## config.mk

```make
export PLATFORM = sky130hd
export DESIGN_NAME = johnson_decoder_flat
export DESIGN_NICKNAME = d
export VERILOG_FILES = /design/src/rtl/johnson_pkg.sv /design/src/rtl/johnson_decoder_if.sv /design/src/rtl/johnson_code_check.sv /design/src/rtl/johnson_decoder.sv /design/src/flat_wrapper.sv
export SDC_FILE = /design/constraint.sdc
export NUM_CORES = 1
export LEC_CHECK = 0
export ABC_CLOCK_PERIOD_IN_PS = 3300
export BUFFER_PORTS_ARGS = -buffer_cell sky130_fd_sc_hd__buf_2
export CELL_PAD_IN_SITES_DETAIL_PLACEMENT = 1
export CELL_PAD_IN_SITES_GLOBAL_PLACEMENT = 2
export CORE_ASPECT_RATIO = 1.1
export CORE_UTILIZATION = 29
export DETAILED_ROUTE_END_ITERATION = 7
export GPL_ROUTABILITY_DRIVEN = 1
export PLACE_DENSITY = 0.74
export SLEW_MARGIN = 15
export SYNTH_ARGS = -nofsm -noshare
export SYNTH_HDL_FRONTEND = slang
export SYNTH_HIERARCHICAL = 1
export SYNTH_SLANG_ARGS = --single-unit
```

## constraint.sdc

```tcl
create_clock -name clk -period 3.3 [get_ports clk]
set_clock_uncertainty 0.05 [all_clocks]
set_input_delay 0 -clock clk [delete_from_list [all_inputs] [get_ports clk]]
set_output_delay 0 -clock clk [all_outputs]
set_load 0.03 [all_outputs]
```

## src/rtl/johnson_pkg.sv

```systemverilog
// rtl/johnson_pkg.sv - shared Johnson-code types and helper functions
package johnson_pkg;

  // Default register width and the matching step-index width
  localparam int JN = 4;
  localparam int CW = $clog2(2 * JN);

  typedef enum logic {
    SEARCH = 1'b0,
    LOCKED = 1'b1
  } state_t;

  // Mask covering the low n bits of a 32-bit word
  function automatic logic [31:0] johnson_mask(input int n);
    return (32'd1 << n) - 32'd1;
  endfunction

  // Legal: ones anchored at the LSB, or ones anchored at the MSB (zeros anchored at the LSB)
  function automatic logic johnson_is_legal(input logic [31:0] q, input int n);
    logic [31:0] qm;
    logic [31:0] qc;
    qm = q & johnson_mask(n);
    qc = ~q & johnson_mask(n);
    return ((qm & (qm + 32'd1)) == 32'd0) || ((qc & (qc + 32'd1)) == 32'd0);
  endfunction

  // Step index: popcount on the rising half, 2n - popcount on the falling half
  function automatic int johnson_to_bin(input logic [31:0] q, input int n);
    int pc;
    pc = 0;
    for (int i = 0; i < 32; i++) begin
      if (i < n && q[i]) pc++;
    end
    if (q[0] || ((q & johnson_mask(n)) == 32'd0)) return pc;
    return 2 * n - pc;
  endfunction

  // Counter next state: shift left, feeding back the inverted MSB
  function automatic logic [31:0] johnson_next(input logic [31:0] q, input int n);
    logic [31:0] qm;
    qm = q & johnson_mask(n);
    return ((qm << 1) | {31'd0, ~qm[n-1]}) & johnson_mask(n);
  endfunction

endpackage

```

## src/rtl/johnson_decoder_if.sv

```systemverilog
// rtl/johnson_decoder_if.sv - sample and status bundle of the Johnson decoder
interface johnson_decoder_if #(
  parameter int N    = 4,
  parameter int ERRW = 8
);
  localparam int IW = $clog2(2 * N);

  logic            enable;
  logic [N-1:0]    q_in;
  logic [IW-1:0]   count;
  logic [2*N-1:0]  onehot;
  logic            valid;
  logic            locked;
  logic            code_err;
  logic            seq_err;
  logic [ERRW-1:0] err_cnt;

  modport master (
    output enable, q_in,
    input  count, onehot, valid, locked, code_err, seq_err, err_cnt
  );

  modport slave (
    input  enable, q_in,
    output count, onehot, valid, locked, code_err, seq_err, err_cnt
  );
endinterface

```

## src/rtl/johnson_code_check.sv

```systemverilog
// rtl/johnson_code_check.sv - combinational legality check and decode of one Johnson word
module johnson_code_check
  import johnson_pkg::*;
#(
  parameter int N = 4
) (
  input  logic [N-1:0]           q,
  output logic                   legal,
  output logic [$clog2(2*N)-1:0] bin,
  output logic [2*N-1:0]         onehot
);
  localparam int IW = $clog2(2 * N);

  logic [31:0] qx;
  assign qx = 32'(q);

  // Decode is computed regardless of legality; onehot is masked for illegal words
  always_comb begin
    legal  = johnson_is_legal(qx, N);
    bin    = IW'(johnson_to_bin(qx, N));
    onehot = legal ? ({{(2*N-1){1'b0}}, 1'b1} << bin) : '0;
  end
endmodule

```

## src/rtl/johnson_decoder.sv

```systemverilog
// rtl/johnson_decoder.sv - Johnson code decoder and sequence lock monitor
module johnson_decoder
  import johnson_pkg::*;
#(
  parameter int N    = 4,
  parameter int ERRW = 8
) (
  input  logic             clk,
  input  logic             rst,
  johnson_decoder_if.slave bus
);
  localparam int IW   = $clog2(2 * N);
  localparam int LAST = 2 * N - 1;

  logic            legal;
  logic [IW-1:0]   bin;
  logic [2*N-1:0]  oh;
  state_t          state;
  logic [IW-1:0]   prev;
  logic [IW-1:0]   prev_inc;
  logic            step_ok;
  logic            err_evt;

  johnson_code_check #(.N(N)) u_check (
    .q      (bus.q_in),
    .legal  (legal),
    .bin    (bin),
    .onehot (oh)
  );

  assign prev_inc = (prev == IW'(LAST)) ? '0 : prev + IW'(1);
  assign step_ok  = (bin == prev_inc);
  assign err_evt  = bus.enable && (!legal || (state == LOCKED && !step_ok));

  // Tracking FSM: decodes each enabled sample and decides lock, loss of lock and error pulses
  always_ff @(posedge clk) begin
    if (rst) begin
      state        <= SEARCH;
      prev         <= '0;
      bus.count    <= '0;
      bus.onehot   <= '0;
      bus.valid    <= 1'b0;
      bus.locked   <= 1'b0;
      bus.code_err <= 1'b0;
      bus.seq_err  <= 1'b0;
    end else begin
      bus.code_err <= 1'b0;
      bus.seq_err  <= 1'b0;
      if (bus.enable) begin
        if (!legal) begin
          // count keeps the last good decode; prev is untouched
          bus.code_err <= 1'b1;
          bus.valid    <= 1'b0;
          bus.onehot   <= '0;
          bus.locked   <= 1'b0;
          state        <= SEARCH;
        end else begin
          bus.count  <= bin;
          bus.onehot <= oh;
          bus.valid  <= 1'b1;
          prev       <= bin;
          case (state)
            SEARCH: begin
              if (bus.valid && step_ok) begin
                state      <= LOCKED;
                bus.locked <= 1'b1;
              end
            end
            LOCKED: begin
              if (!step_ok) begin
                bus.seq_err <= 1'b1;
                bus.locked  <= 1'b0;
                state       <= SEARCH;
              end
            end
            default: state <= SEARCH;
          endcase
        end
      end
    end
  end

  // Saturating tally of code and sequence error pulses
  always_ff @(posedge clk) begin
    if (rst) begin
      bus.err_cnt <= '0;
    end else if (err_evt && (bus.err_cnt != '1)) begin
      bus.err_cnt <= bus.err_cnt + ERRW'(1);
    end
  end
endmodule

```

## src/flat_wrapper.sv

```systemverilog
// flat-port wrapper written by rule: the top's interface ports become plain ports
module johnson_decoder_flat import johnson_pkg::*;
#(
  parameter int N    = 4,
  parameter int ERRW = 8
)
  (clk, rst, bus_enable, bus_q_in, bus_count, bus_onehot, bus_valid, bus_locked, bus_code_err, bus_seq_err, bus_err_cnt);
  johnson_decoder_if #(.N(N), .ERRW(ERRW)) bus_i ();
  input  logic clk;
  input  logic rst;
  input wire logic [$bits(bus_i.enable)-1:0] bus_enable;
  input wire logic [$bits(bus_i.q_in)-1:0] bus_q_in;
  output wire logic [$bits(bus_i.count)-1:0] bus_count;
  output wire logic [$bits(bus_i.onehot)-1:0] bus_onehot;
  output wire logic [$bits(bus_i.valid)-1:0] bus_valid;
  output wire logic [$bits(bus_i.locked)-1:0] bus_locked;
  output wire logic [$bits(bus_i.code_err)-1:0] bus_code_err;
  output wire logic [$bits(bus_i.seq_err)-1:0] bus_seq_err;
  output wire logic [$bits(bus_i.err_cnt)-1:0] bus_err_cnt;
  assign bus_i.enable = bus_enable;
  assign bus_i.q_in = bus_q_in;
  assign bus_count = bus_i.count;
  assign bus_onehot = bus_i.onehot;
  assign bus_valid = bus_i.valid;
  assign bus_locked = bus_i.locked;
  assign bus_code_err = bus_i.code_err;
  assign bus_seq_err = bus_i.seq_err;
  assign bus_err_cnt = bus_i.err_cnt;
  johnson_decoder #(.N(N), .ERRW(ERRW)) u_core (.clk(clk), .rst(rst), .bus(bus_i));
endmodule
```

Word level (Yosys, flattened, before mapping)

Cells that the tools add are included.

RAM bits: 0
Register bits after elaboration: 24
Latch bits: 0
Logic and storage cells: 64
Memories kept: 0
Bits of input ports: 7
ROM bits: 0
Output and inout port bits: 23

Divide/modulo/power cells: 0
$lt $le $gt $ge: 0
Add/sub/neg operators: 8
Eq/ne operators: 5
Multiplexer cells: 20
$mul: 0
Reductions and logical operators: 16
Shift-type cells: 1
Bitwise operators: 6

Operators by type and width:

| kind                                                               | number |
|---|---|
| 32-bit logical NOT                                                 | 3 |
| 3-bit 2-to-1 mux                                                   | 6 |
| 1-bit 2-to-1 mux                                                   | 11 |
| 4-bit by 1-bit adder with 5-bit output (second input constant)     | 2 |
| 4-bit by 5-bit AND with 5-bit output                               | 2 |
| 8-bit by 1-bit adder with 8-bit output (second input constant)     | 1 |
| 8-bit 2-to-1 mux                                                   | 1 |
| 8-bit != test (second input constant)                              | 1 |
| 1-bit by 3-bit left shift with 8-bit output (first input constant) | 1 |
| 3-bit by 2-bit adder with 3-bit output (second input constant)     | 2 |
| 3-bit != test (second input constant)                              | 2 |
| 1-bit logical AND                                                  | 4 |
| 4-bit NOT                                                          | 1 |
| 1-bit case mux with 2 select lines                                 | 2 |
| 4-bit OR reduction                                                 | 1 |
| 3-bit by 1-bit adder with 3-bit output (second input constant)     | 1 |
| 3-bit equality test                                                | 1 |
| 3-bit equality test (second input constant)                        | 1 |
| 1-bit logical OR                                                   | 3 |
| 1-bit NOT                                                          | 3 |
| 3-bit AND reduction                                                | 1 |
| 1-bit by 3-bit subtractor with 3-bit output (first input constant) | 1 |
| 1-bit by 1-bit adder with 2-bit output (second input constant)     | 1 |
| 1-bit logical NOT                                                  | 2 |
| other kinds (2)                                                    | 2 |

Depth between registers and ports, before layout

Depth in word-level cells: 15
Mapped depth: 16
Gate-level depth less buffers: 15

Modules after synthesis

The synthesis kept the hierarchy.

By module, submodules not included:

| module             | sequential area each (sq um) | area an instance (sq um) | cells each | times used |
|---|---|---|---|---|
| johnson_decoder    | 480.5                        | 1,083.5                  | 126        | 1 |
| johnson_code_check | 0.0                          | 470.5                    | 64         | 1 |

Worst setup path after synthesis

No wires, ideal clock.

Path type: input to register
Start point: input bus_q_in[0]
End point: register u_core.bus.err_cnt[2]
Stages on the path: 16
Path buffers: 2
Required time: 3,180 ps
Slack: 126 ps
Setup time: 70 ps
Arrival: 3,054 ps
Cell sequence: inv_1 ha_1 buf_1 xor2_1 ha_1 nand2b_1 o211a_1 o21a_1 o31ai_1 and2_1 inv_1 o211ai_1 o31ai_2 buf_6 or3_1 a21oi_1

Cells in the longest elaborated chain, start to end: 15
Elaborated cells between the ends (all ways): 28
Those cells by class: add/sub: 6; eq/ne: 1; mux: 7; bitwise: 3; reduce/logical: 11

Ends and longest elaborated chain:

| what                                                                                   | RTL line                             | source |
|---|---|---|
| from (decl)                                                                            | flat_wrapper.sv:12                   | `input wire logic [$bits(bus_i.q_in)-1:0] bus_q_in;` |
| 1-bit 2-to-1 mux                                                                       | johnson_pkg.sv:32                    | `if (i < n && q[i]) pc++;` |
| 1-bit by 1-bit adder with 2-bit output                                                 | johnson_pkg.sv:32                    |  |
| 3-bit 2-to-1 mux                                                                       | johnson_pkg.sv:32                    |  |
| 3-bit by 2-bit adder with 3-bit output                                                 | johnson_pkg.sv:32                    |  |
| 3-bit 2-to-1 mux                                                                       | johnson_pkg.sv:32                    |  |
| 3-bit by 2-bit adder with 3-bit output                                                 | johnson_pkg.sv:32                    |  |
| 3-bit 2-to-1 mux                                                                       | johnson_pkg.sv:32                    |  |
| 1-bit by 3-bit subtractor with 3-bit output / 3-bit 2-to-1 mux (equally long branches) | johnson_pkg.sv:35, johnson_pkg.sv:34 |  |
| 3-bit 2-to-1 mux *                                                                     | johnson_pkg.sv:35                    | `return 2 * n - pc;` |
| via u_core.bin[1]                                                                      | johnson_decoder.sv:16                | `logic [IW-1:0] bin;` |
| 3-bit equality test *                                                                  | johnson_decoder.sv:32                | `assign step_ok = (bin == prev_inc);` |
| 1-bit logical NOT *                                                                    | johnson_decoder.sv:33                | `assign err_evt = bus.enable && (!legal \|\| (state == LOCKED && !step_ok));` |
| 1-bit logical AND *                                                                    | johnson_decoder.sv:33                |  |
| 1-bit logical OR *                                                                     | johnson_decoder.sv:33                |  |
| 1-bit logical AND *                                                                    | johnson_decoder.sv:33                |  |
| 1-bit logical AND *                                                                    | johnson_decoder.sv:87                | `end else if (err_evt && (bus.err_cnt != '1)) begin` |
| to (signal assigned)                                                                   | johnson_decoder.sv:88                | `bus.err_cnt <= bus.err_cnt + ERRW'(1);` |
| to (decl)                                                                              | johnson_decoder_if.sv:25             | `output count, onehot, valid, locked, code_err, seq_err, err_cnt` |

Mark *: on every way through the listed nets, which the timed path passes. The rest lies on a longest branch.
A chain may end at the register's enable or synchronous reset.

Worst setup path after layout

Start point: input bus_q_in[0]
End point: register u_core.bus.err_cnt[7]

The elaborated chain is that of the path after synthesis.

==> impl_metrics.yaml <==
run_status:
  status: "finished, final reports clean"
critical_path:
  critPathKind: "primary input to register"
  arrival_ns: 3.18
  timing.rr.end: "u_core/bus.err_cnt[0]"
  crit_fanout: 13
  startpoint: "bus_q_in[0]"
  regToRegSetupSlack_ns: 1.06
  required_ns: 3.46
  cp-start-kind: "primary input"
  rr_worst_depth: 8
  critPathCaptureType: "register"
  rr_startpoint: "u_core/prev[0]"
die:
  ios: 30
  die_x_um: 71.80
  chipHeight_um: 78.78
  fp.coreArea_sq_um: 5067
  initial_utilization: 0.3067
  die-area_sq_um: 5656
  rows: 27
timing:
  final_max_slew_viol_count: 0
  fmax_mhz: 331.3
  min_period_over_period: 0.9148
  hold_violations: 0
  hold_ws_ns: 0.08158
  tightest_slew_ns: 0.4982
  relSlewSlack: 0.6678
  period_needed_ns: 3.019
  rsz0062_at_grt: "false"
  finalSetupViolCount: 0
global_route:
  grt-ovfl-total: 0
  top_usage_layer: "met2"
  use_met1: 0.1758
  grt_max_degree: 27
  grt_pass1_wl_mm: 6.472
  grt_pass1_vias: 1407
  met3_usage: 0.02284
  grt_util_met2: 0.2500
  grt_usage: 0.1432
  antenna_found_initial: 0
placed_design:
  io_buffers: 29
  globalplace.congestion: 0.7200
  hpwl_mm: 2.801
  placed_cells: 284
cells_and_area:
  area_delta_synth_final_pct: 23.11
  layout_common_cells: "29 x buf_2, 24 x dfxtp_1, 21 x a21oi_1"
  antenna_cells: 0
  layout_commonest_cell: "buf_2"
  fin_cells: 289
  nets: 249
  final_layout_size_suffix_gt1_frac: 0.2641
yosys:
  synth_top_family_by_area: "simple AND/OR/NAND/NOR gates"
  ys.warnings.count: 6
  synth_area_leaders: "dfxtp_1 31%, ha_1 8.1%, a21oi_1 6.8%"
  yosysTopAreaCellShare: 0.3092
  synth_top_cell_by_area: "dfxtp_1"
  ys_seq_area_frac: 0.3092
  synth_edf_count: 0
  synthFlopType: "dfxtp_1"
  syn_avg_cell_area_sq_um: 8.179
  yosys.area_share.adder: 0.08052
  syn_nets: 207
  async_reset_ff_frac: 0
  synth_seq_cells: 24
  synth_compound_area_frac: 0.2238
  synth_mux_area_frac: 0.02013
  syn_inst: 190
  ys_types: 48
  synthXorXnorAreaFrac: 0.03865
  synth_simple_gate_area_frac: 0.2713
  synth_area_sq_um: 1554
clock_tree:
  postCtsHoldBufs: 0
  path_clk_slew_ns: 0.09
  cts_htree_levels: 1
  clock-sinks: 24
  cts_root_buf: "clkbuf_8"
  cts_inserted_buffers: 3
  cts_max_path_buffers: 2
  cts_tree: "built"
  clk_latency_ns: 0.27
route:
  wl_per_cell_um: 12.90
  routed_via_density: 5.083
  ant_nets: 0
  firstDrtPassIters: 4
  first_iter_violations: 39
  finalWirelength_mm: 3.727
  vias: 1469
  drc: 0
power:
  cellLeakagePower_uw: 0.0008355
  netSwitchingFraction: 0.3199
  p_per_area_nw_per_um2: 379.2
  combinationalPowerShare: 0.297
  power.internal_uw: 493.4
  p_seq_frac: 0.422
  p_switching_uw: 232.1
  max-vdd-ir-drop_mv: 0.1524
  clockPowerShare: 0.282
hold_path:
  min-delay-start: "bus_enable"
  hp-class: "primary input to register"
  hold_depth: 2
  holdPathEnd: "u_core/bus.code_err"
flow_run:
  cap_violations: 0
==> synthesized netlist by cell type, types with 2 or more instances <==
master / instances
dfxtp_1: 24
nor4_1: 2
or3_1: 6
a21oi_1: 21
nand3_1: 4
nand2b_1: 6
o31ai_1: 3
and2_1: 2
buf_6: 2
nand2_1: 14
nand4_1: 3
a211oi_1: 7
ha_1: 10
nor2b_1: 12
nor3_1: 2
nor2_1: 17
o21ai_0: 6
mux2i_1: 2
xnor2_1: 2
xor2_1: 3
inv_1: 9
nand3b_1: 2
clkbuf_1: 5
o31ai_2: 2
==> logic make-up (layout without fill, tap and decap cells) <==
| kind of cell | count (synthesis) | count (layout) |
|---|---|---|
| AO/OA/AOI/OAI | 50 | 50 |
| XOR/XNOR | 6 | 6 |
| flip-flops | 24 | 24 |
| buffers and inverters | 19 | 60 |
| adder cells (fa/ha/maj) | 10 | 10 |
| multiplexers | 3 | 3 |
| AND/OR/NAND/NOR | 78 | 78 |
==> per-layer routing <==
metal	wire length, um	share of wire
met1	1748	0.47
met2	1820	0.49
met3	101	0.027
met4	57	0.015
met5	0	0
==> repair_timing <==
| action | CTS | global route |
|---|---|---|
| buffers inserted | 0 | 1 |
| endpoints found under the setup margin | 0 | 7 |
| resized for setup | 0 | 1 |
==> registers in the layout, indices dropped and copies added (netlist names) <==
signal	count
u_core/bus.code_err	1
u_core/bus.err_cnt	8
u_core/bus.locked	1
u_core/bus.onehot	8
u_core/bus.seq_err	1
u_core/bus.valid	1
u_core/prev	3
u_core/state	1
==> worst max-delay path, cell delays in order <==
cell      delay, ns
buf_2          0.11
ha_1           0.20
and2b_1        0.17
or2_2          0.28
ha_1           0.30
nand2b_1       0.18
o211a_1        0.16
o21a_1         0.17
o31ai_1        0.25
and2_1         0.19
buf_4          0.11
inv_1          0.03
o211ai_1       0.15
buf_4          0.15
o31ai_4        0.10
or4_1          0.49
a21oi_1        0.14
==> power groups by stage <==
| stage | combinational [uW] | sequential, uW | clock (uW) |
|---|---|---|---|
| 2_1_floorplan | 128 | 329 | 0 |
| 6_report | 215 | 306 | 204 |
| 5_1_grt | 242 | 308 | 225 |
| 3_5_place_dp | 209 | 313 | 0 |
| 4_1_cts | 210 | 307 | 217 |
| 3_3_place_gp | 208 | 313 | 0 |
==> worst max path at each step <==
stage,to,slack (ns),cells after the start
3_3_place_gp,u_core/bus.err_cnt[0],-0.09,15
3_5_place_dp,u_core/bus.err_cnt[0],-0.18,15
2_1_floorplan,u_core/bus.err_cnt[2],0.13,16
4_1_cts,u_core/bus.err_cnt[0],0.11,15
5_1_grt,u_core/bus.err_cnt[7],0.08,17
6_report,u_core/bus.err_cnt[7],0.28,17
==> cell type report <==
class / instances / area [sq um]
Sequential cell: 24 / 480.5
Tap cell: 58 / 72.57
Timing Repair Buffer: 46 / 272.8
Fill cell: 632 / 3154
Clock buffer: 4 / 55.05
Multi-Input combinational cell: 147 / 994.7
Inverter: 10 / 37.54
==> stage by stage <==
step	TNS, ns	area, sq um	setup WS, ns	util	power, uW
6_report	0	1913	0.2811	0.3775	725.5
5_1_grt	0	1913	0.07721	0.3775	774.7
3_3_place_gp	-0.1041	1842	-0.09085	0.3635	520.9
3_5_place_dp	-0.6131	1842	-0.1801	0.3635	522.2
4_1_cts	0	1897	0.1141	0.3743	733.5
2_1_floorplan	0	1554	0.1256	-	457.0
Power figures use the tool's default switching activity.
